### src/rtl/rv_iommu_pkg.sv
// rv_iommu_pkg: shared types and constants for the PDT cache controller
package rv_iommu_pkg;
    localparam int DID_W       = 24;
    localparam int PID_W       = 20;
    localparam int STARVE_MAX  = 4;
    localparam int TIMEOUT_CYC = 64;

    typedef struct packed {
        logic        ens;
        logic        sum;
        logic [19:0] pscid;
        logic [3:0]  fsc_mode;
        logic [33:0] fsc_ppn;
    } pdtc_ctx_t;

    localparam int CTX_W = $bits(pdtc_ctx_t);

    typedef enum logic [2:0] {IDLE, LOOKUP, FILL, FLUSH, DROP, RSP} pdtc_ctrl_state_e;
endpackage

### src/rtl/rv_iommu_pdtc_arb.sv
// rv_iommu_pdtc_arb: fixed-priority flush > fill > lookup pick with lookup starvation override
module rv_iommu_pdtc_arb
    import rv_iommu_pkg::*;
(
    input  logic clk,
    input  logic rst_n,
    input  logic en,
    input  logic inv_req,
    input  logic fill_req,
    input  logic lkup_req,
    output logic inv_gnt,
    output logic fill_gnt,
    output logic lkup_gnt
);
    localparam int SC_W = $clog2(STARVE_MAX + 1);

    logic [SC_W-1:0] starve_cnt;
    logic            force_lkup;

    assign force_lkup = lkup_req && starve_cnt == SC_W'(STARVE_MAX);
    assign inv_gnt    = en && inv_req && !force_lkup;
    assign fill_gnt   = en && fill_req && !inv_req && !force_lkup;
    assign lkup_gnt   = en && lkup_req && (force_lkup || (!inv_req && !fill_req));

    // a flush/fill grant implies the counter is below the cap, so the increment saturates
    always_ff @(posedge clk or negedge rst_n) begin
        if (!rst_n)
            starve_cnt <= '0;
        else if (!lkup_req || lkup_gnt)
            starve_cnt <= '0;
        else if (inv_gnt || fill_gnt)
            starve_cnt <= starve_cnt + 1'b1;
    end
endmodule

### src/rtl/rv_iommu_pdtc_ctrl.sv
// rv_iommu_pdtc_ctrl: serializes lookup/fill/flush requesters onto the PDT cache 4-phase handshake.
// Optional handshake timeout with abort is enabled by RV_IOMMU_PDTC_TIMEOUT_EN.
module rv_iommu_pdtc_ctrl
    import rv_iommu_pkg::*;
(
    input  logic             clk,
    input  logic             rst_n,
    input  logic             lkup_valid_i,
    output logic             lkup_ready_o,
    input  logic [DID_W-1:0] lkup_did_i,
    input  logic [PID_W-1:0] lkup_pid_i,
    output logic             rsp_valid_o,
    input  logic             rsp_ready_i,
    output logic             rsp_hit_o,
    output logic [CTX_W-1:0] rsp_ctx_o,
    input  logic             fill_valid_i,
    output logic             fill_ready_o,
    input  logic [DID_W-1:0] fill_did_i,
    input  logic [PID_W-1:0] fill_pid_i,
    input  logic [CTX_W-1:0] fill_ctx_i,
    input  logic             inv_valid_i,
    output logic             inv_ready_o,
    input  logic [DID_W-1:0] inv_did_i,
    input  logic [PID_W-1:0] inv_pid_i,
    output logic             inv_done_o,
    output logic             pdtc_lookup_o,
    output logic             pdtc_fill_o,
    output logic             pdtc_flush_o,
    output logic [DID_W-1:0] pdtc_did_o,
    output logic [PID_W-1:0] pdtc_pid_o,
    output logic [CTX_W-1:0] pdtc_ctx_o,
    input  logic             pdtc_lkup_fill_done_i,
    input  logic             pdtc_hit_i,
    input  logic             pdtc_flush_done_i,
    input  logic [CTX_W-1:0] pdtc_ctx_i,
    output logic             err_timeout_o
);
    pdtc_ctrl_state_e state_q, state_d, op_q;
    logic [DID_W-1:0] did_q;
    logic [PID_W-1:0] pid_q;
    pdtc_ctx_t        fill_ctx_q, rsp_ctx_q;
    logic             hit_q;
    logic             inv_gnt, fill_gnt, lkup_gnt;
    logic             req_st, busy, op_done, drop_clr, fin, tmo;

    rv_iommu_pdtc_arb u_arb (
        .clk      (clk),
        .rst_n    (rst_n),
        .en       (state_q == IDLE),
        .inv_req  (inv_valid_i),
        .fill_req (fill_valid_i),
        .lkup_req (lkup_valid_i),
        .inv_gnt  (inv_gnt),
        .fill_gnt (fill_gnt),
        .lkup_gnt (lkup_gnt)
    );

    assign req_st   = state_q == LOOKUP || state_q == FILL || state_q == FLUSH;
    assign busy     = req_st || state_q == DROP;
    assign op_done  = (op_q == FLUSH) ? pdtc_flush_done_i : pdtc_lkup_fill_done_i;
    assign drop_clr = state_q == DROP && !op_done;
    assign fin      = busy && (tmo || drop_clr);

`ifdef RV_IOMMU_PDTC_TIMEOUT_EN
    logic [15:0] tmo_cnt;
    logic        err_q;

    assign tmo           = busy && tmo_cnt == 16'(TIMEOUT_CYC - 1);
    assign err_timeout_o = err_q;

    // counts every cycle of one op, request and drop phases together
    always_ff @(posedge clk or negedge rst_n) begin
        if (!rst_n) begin
            tmo_cnt <= '0;
            err_q   <= 1'b0;
        end else begin
            tmo_cnt <= busy ? tmo_cnt + 16'd1 : 16'd0;
            err_q   <= err_q || tmo;
        end
    end
`else
    assign tmo           = 1'b0;
    assign err_timeout_o = 1'b0;
`endif

    always_comb begin
        state_d = state_q;
        case (state_q)
            IDLE:                state_d = inv_gnt ? FLUSH : fill_gnt ? FILL : lkup_gnt ? LOOKUP : IDLE;
            LOOKUP, FILL, FLUSH,
            DROP:                state_d = fin ? ((op_q == LOOKUP) ? RSP : IDLE)
                                               : (req_st && op_done) ? DROP : state_q;
            RSP:                 state_d = rsp_ready_i ? IDLE : RSP;
            default:             state_d = IDLE;
        endcase
    end

    always_ff @(posedge clk or negedge rst_n) begin
        if (!rst_n) begin
            state_q    <= IDLE;
            op_q       <= IDLE;
            did_q      <= '0;
            pid_q      <= '0;
            fill_ctx_q <= '0;
            hit_q      <= 1'b0;
            rsp_ctx_q  <= '0;
        end else begin
            state_q <= state_d;
            if (state_q == IDLE)
                op_q <= state_d;
            if (inv_gnt || fill_gnt || lkup_gnt) begin
                did_q <= inv_gnt ? inv_did_i : fill_gnt ? fill_did_i : lkup_did_i;
                pid_q <= inv_gnt ? inv_pid_i : fill_gnt ? fill_pid_i : lkup_pid_i;
            end
            if (fill_gnt)
                fill_ctx_q <= fill_ctx_i;
            // a timed-out lookup reports a miss regardless of what was captured
            if (tmo) begin
                hit_q     <= 1'b0;
                rsp_ctx_q <= '0;
            end else if (state_q == LOOKUP && pdtc_lkup_fill_done_i) begin
                hit_q     <= pdtc_hit_i;
                rsp_ctx_q <= pdtc_hit_i ? pdtc_ctx_i : '0;
            end
        end
    end

    assign inv_ready_o   = inv_gnt;
    assign fill_ready_o  = fill_gnt;
    assign lkup_ready_o  = lkup_gnt;
    assign pdtc_lookup_o = state_q == LOOKUP;
    assign pdtc_fill_o   = state_q == FILL;
    assign pdtc_flush_o  = state_q == FLUSH;
    assign pdtc_did_o    = did_q;
    assign pdtc_pid_o    = pid_q;
    assign pdtc_ctx_o    = fill_ctx_q;
    assign inv_done_o    = fin && op_q == FLUSH;
    assign rsp_valid_o   = state_q == RSP;
    assign rsp_hit_o     = hit_q;
    assign rsp_ctx_o     = rsp_ctx_q;
endmodule

### config.mk
export PLATFORM = sky130hd
export DESIGN_NAME = rv_iommu_pdtc_ctrl
export DESIGN_NICKNAME = d
export VERILOG_FILES = /design/src/rtl/rv_iommu_pkg.sv /design/src/rtl/rv_iommu_pdtc_arb.sv /design/src/rtl/rv_iommu_pdtc_ctrl.sv
export SDC_FILE = /design/constraint.sdc
export NUM_CORES = 1
export LEC_CHECK = 0
export CAP_MARGIN = 10
export CORE_ASPECT_RATIO = 1.1
export CORE_MARGIN = 4
export CORE_UTILIZATION = 25
export DETAILED_ROUTE_END_ITERATION = 10
export GPL_ROUTABILITY_DRIVEN = 0
export PLACE_DENSITY = 0.54
export SYNTH_ARGS = -nofsm -noshare
export SYNTH_HDL_FRONTEND = slang
export SYNTH_SLANG_ARGS = --single-unit
### constraint.sdc
create_clock -name clk -period 2.8 [get_ports clk]
set_input_delay 0.42 -clock clk [delete_from_list [all_inputs] [get_ports clk]]
set_output_delay 0.42 -clock clk [all_outputs]
set_load 0.01 [all_outputs]
==> results.md, run 1 <==
- Tcrit/Tclk final: about nine tenths
- DIE AREA: 0.0322 mm²
- Fin. max-slew vios: 0
- IR Drop Worst-Case VDD: between 0.5 and 0.6 mV
- CP required: roughly 2.4 ns
- Worst Hold Class: register to register
- FP Rows: 65
- Power density cells: 1010 mW/mm²
- Endpoint class of the critical path: primary output
- Relative slew slack: 51.1%
- Yosys reg bits: 174
- First-pass GRT wire length: 41900 µm
- Skew-Pair Late Insertion Delay: about 0.43 ns
- Nets@finish: 1374
- Routed WL: 28300 µm
- Synth Flop Type: dfrtp_1
- Setup crit start: u_arb.starve_cnt[0]
- Setup crit end: lkup_ready_o
- Die Span X: 172 µm
- TNS Setup: 0 ns
- Via density: between 4 and 5
- WL/cell: 18.9 µm
- CTS Buf Count: 17
- # setup viols final: 0
- Register area share after synthesis: roughly three fifths
- Initial Util: 25.5%
- Vias in the first global route: 7077
- Area Growth Syn to Fin: 73.8%
- Overall Power: 12.9 mW
- R2r endpoint: op_q[0]
- Largest net degree at the start of global routing: 74
- Fin Clk Skew: 0.0103 ns
- Worst r2r src: u_arb.starve_cnt[0]
- Detail Route Antenna Nets: 0
- Initial antenna violation count: 0
- Startpoint type of the worst setup path: register
- Max Freq: ~390 MHz
- TritonRoute pass-1 iters: 4
- Post-Syn Area: 0.00736 mm²
- Clk root buf: clkbuf_16
- CTS H-tree depth: 4
- Synth cell types: 39
- Placed Cells: ~1500
- Layout Cells excl Fill: 1492
- GRT overflow: 0
- Worst-margin pin slew: about 0.73 ns
- Number of synthesized flops with an enable pin: 0
- Max Root-Sink Buffers: 2
- Layout cells sized above 1: between 10% and 20%
- Fin crit period: 2.56 ns
- Critical path peak fanout: 3
- Clock-pin slew on the worst setup and hold paths: roughly 0.07 ns
- Syn avg cell area: 10.5 µm²
- DR vias: 6765
- Synth Warn #: 0
- Asr flop ratio synth: 100%
- Die Y: 188 µm
- DR iter-0 viols: 406
- Residual DRC count: 0
- CTS tree: done
- Core Box Area: 0.0289 mm²
- Final HPWL from detailed placement: 21100 µm
- Antenna cells: 0
- WP data arrival: 2.14 ns
- Post-route cell area: 0.0128 mm²
- Outcome: finished clean
- Syn Nets: 963
- CTS Sinks: 174
- Maximum capacitance violations: 0
- Crit Path Class: register to primary output
- Reg2Reg Setup Slack: approximately 0.76 ns
- Leak: between 5 and 6 nW
- Count of final hold-check violations: 0
- GRT Overall Usage: roughly 17%
- FF-to-FF path depth: 7
- RSZ-0062 raised after global routing: no
- Syn Inst Count: 700
- Port bufs: 433
- Post-Place Cell Area: 0.0121 mm²
- # IOs: 435
synth_stat cells, types with 4 or more instances:
library cell / count / share of area [%]
buf_2: 16 / 1.1
inv_1: 5 / 0.26
buf_1: 4 / 0.20
nand2_1: 166 / 8.5
o21ai_0: 61 / 4.1
clkbuf_1: 31 / 1.6
mux2_2: 59 / 9.0
o22ai_1: 44 / 3.7
dfrtp_1: 174 / 59
nor2_1: 51 / 2.6
mux2_4: 5 / 1.0
nor3b_1: 4 / 0.41
o31ai_1: 44 / 4.5
routing by layer:
| metal | global-route usage, % | part of all wire (%) |
|---|---|---|
| met1 | 18.9 | 38 |
| met2 | 28.6 | 48 |
| met3 | 7.51 | 12 |
| met4 | 5.73 | 2.5 |
| met5 | 0 | 0 |
stage by stage:
step,worst slack (ns),util [%],hold slack [ns]
floorplan,0.955,-,0.124
global placement,0.408,41.9,0.460
detailed placement,0.363,41.9,0.457
CTS,0.0138,44.2,0.484
global route,0.159,44.3,0.496
finish,0.238,44.3,0.478
final cells by class:
class                      count  area [µm²]
multi-input combinational    467        2780
tap                          368         460
timing repair buffer         446        4530
clock buffer                  20         437
clock inverter                12         208
fill                        2805       16100
inverter                       5        18.8
sequential                   174        4350
cells by family after synthesis:
family / synth area share (%)
compound gates: 13.3
fa+ha+maj: 0.340
buf+inv: 3.54
flops: 59.2
mux: 10.0
other cells: 0.0510
simple gates: 13.5
power breakdown:
part / switching, mW / internal (mW) / total [mW]
clock network: 1.06 / 1.60 / 2.66
registers: 0.648 / 3.69 / 4.34
logic: 2.56 / 3.32 / 5.88
worst max-delay path, stage by stage (launching register included):
cell	delay [ns]
dfrtp_1	0.41
inv_1	0.08
ha_1	0.20
o2bb2ai_1	0.17
and3_1	0.27
clkdlybuf4s50_1	0.58
repair_timing:
action | in CTS | in global routing
hold endpoints to repair | 54 | 0
hold buffers | 1 | 0
endpoints found under the setup margin | 0 | 2
setup buffers | 0 | 1
resized for setup | 0 | 1
layout by cell type (no fill, tap or decap), types with 4 or more instances in the layout:
master	n
buf_12	8
buf_4	4
bufinv_16	5
clkbuf_16	17
clkdlybuf4s50_1	431
dfrtp_1	174
inv_1	5
mux2_2	59
mux2_4	5
nand2_1	165
nor2_1	51
o21ai_0	61
o22ai_1	44
o31ai_1	44
how the worst min path moves through the flow:
stage | from | end | slack (ns) | cells after the start
after global placement | rst_n | rsp_ctx_o[26] | 0.46 | 1
after floorplan | rst_n | op_q[0] | 0.12 | 0
after detailed placement | rst_n | pdtc_ctx_o[9] | 0.46 | 1
after CTS | pdtc_did_o[17] | pdtc_did_o[17] | 0.48 | 2
final | rsp_ctx_o[43] | rsp_ctx_o[43] | 0.48 | 2
after global routing | rsp_ctx_o[38] | rsp_ctx_o[38] | 0.50 | 2
sequential cells by signal, summed over array words and instances, names as in the netlist:
name	count
pdtc_ctx_o	60
rsp_ctx_o	60
pdtc_did_o	24
pdtc_pid_o	20
op_q	3
state_q	3
u_arb.starve_cnt	3
rsp_hit_o	1
Note: power is estimated with default switching activity, not from simulation.
==> run 2: changes to the inputs <==
PLACE_DENSITY = 0.63   (was 0.54)
==> run 2 against run 1 <==
- clock skew shrank 0.0017 ns
- die area is the same
- non-clock buffer count grew 2
- clock power shrank 6%
- global-route usage shrank 1.5 points
- via count shrank 0.34%
- critical path type unchanged
- largest power group unchanged
- sequential cell count is the same
- critical path depth shrank 2
- setup slack lost 0.075 ns
- largest cell class unchanged
- clock-buffer cell count shrank 3
- routed wire length shrank 7.6%
==> results.md, run 2 (synthesized netlist as in run 1, its figures left out) <==
- Leak: 5.37 nW (-0.25%)
- DR iter-0 viols: 287 (-29%)
- Post-Place Cell Area: 0.0121 mm² (+0.19%)
- FP Rows: 65 (unchanged)
- Fin. max-slew vios: 0 (unchanged)
- Area Growth Syn to Fin: 73.2%
- Final HPWL from detailed placement: 19700 µm (-7.0%)
- Via density: 4.52 (-0.41%)
- TritonRoute pass-1 iters: 4 (unchanged)
- TNS Setup: 0 ns (unchanged)
- Hold Worst Slack: 0.445 ns (-0.0327 ns)
- Overall Power: 12.7 mW (-1.8%)
- Post-route cell area: 0.0127 mm² (-0.32%)
- Antenna cells: 0 (unchanged)
- Most frequent cells in the layout: clkdlybuf4s50_1, dfrtp_1, nand2_1, o21ai_0, mux2_2
- Layout cells sized above 1: 10.5% (+0.26 points)
- Worst Hold Class: primary input to register
- Port bufs: 433 (unchanged)
- Initial antenna violation count: 1 (+1)
- # setup viols final: 0 (unchanged)
- CTS Buf Count: 17 (unchanged)
- Worst-margin pin slew: 0.547 ns (-0.187 ns)
- Endpoint class of the critical path: primary output
- CTS Sinks: 174 (unchanged)
- DR vias: 6742 (-0.34%)
- Tcrit/Tclk final: 94.2% (+2.7 points)
- # IOs: 435 (unchanged)
- Critical path peak fanout: 11 (+8)
- Nets@finish: 1376 (+0.15%)
- CTS tree: done
- Most common cell after layout, fill and taps aside: clkdlybuf4s50_1
- FILL cells: 2768 (-1.3%)
- Startpoint type of the worst setup path: register
- Maximum capacitance violations: 0 (unchanged)
- GRT Overall Usage: 15.5% (-1.5 points)
- Fin Clk Skew: 0.00859 ns (-0.00170 ns)
- RSZ-0062 raised after global routing: no
- Initial Util: 25.5% (unchanged)
- CP required: 2.38 ns (about the same)
- Core Box Area: 0.0289 mm² (unchanged)
- Largest net degree at the start of global routing: 79 (+6.8%)
- Die Y: 188 µm (unchanged)
- Outcome: finished clean
- Count of final hold-check violations: 0 (unchanged)
- GRT overflow: 0 (unchanged)
- CP max stage delay: 0.57 ns (about the same)
- Post-CTS setup buffer count: 0 (unchanged)
- Relative slew slack: 63.4% (+12 points)
- Skew-Pair Late Insertion Delay: 0.42 ns (about the same)
- Vias in the first global route: 6930 (-2.1%)
- CP Buf/Inv Count: 1 (-1)
- Max Root-Sink Buffers: 2 (unchanged)
- WL/cell: 17.5 µm (-7.6%)
- Crit Path Class: register to primary output
- Detail Route Antenna Nets: 0 (unchanged)
- Routed WL: 26100 µm (-7.6%)
- First-pass GRT wire length: 39000 µm (-6.9%)
- Fin crit period: 2.64 ns (+0.0751 ns)
- Slowest CP cell: clkdlybuf4s50_1
- DIE AREA: 0.0322 mm² (unchanged)
- Clock-pin slew on the worst setup and hold paths: 0.07 ns (about the same)
- Die Span X: 172 µm (unchanged)
- Power density cells: 993 mW/mm² (-1.4%)
- Max Freq: 379 MHz (-2.8%)
- Top delay family on crit path: simple AND/OR/NAND/NOR gates
- Residual DRC count: 0 (unchanged)
- Final worst slack: 0.163 ns (-0.0751 ns)
- WP data arrival: 2.22 ns (+0.08 ns)
- CTS H-tree depth: 4 (unchanged)
- Clk root buf: clkbuf_16
- CP Cell Sequence: nor3_4 > and3_1 > clkdlybuf4s50_1
- IR Drop Worst-Case VDD: 0.481 mV (-8.3%)
- Pre-CTS setup slack: 0.435 ns (+0.0715 ns)
run 2: changes by cell type in the layout (fill, tap and decap cells not counted), sizes merged:
cell,change
clkinvlp,+1
inv,+3
clkbuf,-3
buf,+2
bufinv,-2
run 2: worst reg2reg max path, stage by stage (launching register included):
cell	delay, ns
dfrtp_1	0.40
inv_1	0.09
ha_1	0.19
nand3_1	0.19
nand3_2	0.14
buf_4	0.31
buf_4	0.34
o22ai_1	0.12
o31ai_1	0.22
run 2: cell type report:
type | instances | area, µm² | area share [%]
clock inverter | 14 | 180 | 1.41
multi-input combinational | 467 | 2770 | 21.8
sequential | 174 | 4350 | 34.2
tap | 368 | 460 | 3.61
timing repair buffer | 448 | 4530 | 35.6
inverter | 5 | 18.8 | 0.147
clock buffer | 17 | 425 | 3.34
run 2: power breakdown:
group          switching, mW  internal [mW]
registers              0.637           3.69
logic                   2.52           3.30
clock network           1.09           1.42
run 2: what timing repair did:
action | 4_1_cts | 5_1_grt
gates resized for setup | 0 | 0
setup endpoints to repair | 0 | 0
hold buffers | 1 | 0
endpoints found under the hold margin | 53 | 0
run 2: metrics by stage:
stage | instances | util, %
after floorplan | 700 | -
after global placement | 1461 | 42.0
after detailed placement | 1461 | 42.0
after CTS | 1493 | 44.1
after global routing | 1493 | 44.1
final | 1493 | 44.1
run 2: final timing paths:
kind	startpoint	end	slack (ns)	cells after the start
max in group asynchronous	rst_n	pdtc_ctx_o[40]	1.56	3
hold / removal	pdtc_hit_i	rsp_ctx_o[36]	0.45	3
setup reg to reg	u_arb.starve_cnt[0]	pdtc_pid_o[0]	0.71	8
setup / recovery	state_q[2]	lkup_ready_o	0.16	3
hold reg to reg	pdtc_did_o[12]	pdtc_did_o[12]	0.48	2
min in group asynchronous	rst_n	pdtc_ctx_o[16]	0.53	2
run 2: routing by layer:
| layer | up-vias | part of all wire, % | global-route usage [%] |
|---|---|---|---|
| li1 | 3233 | - | - |
| met1 | 3199 | 39 | 17.3 |
| met2 | 296 | 48 | 26.7 |
| met3 | 12 | 11 | 7.15 |
| met4 | 2 | 1.2 | 3.78 |
| met5 | - | 0.050 | 0 |
==> run 3: changes to the inputs <==
SKIP_LAST_GASP = 1   (was unset)
==> results of run 3 <==
Final layout, timing and power as in run 2 (identical DEF).
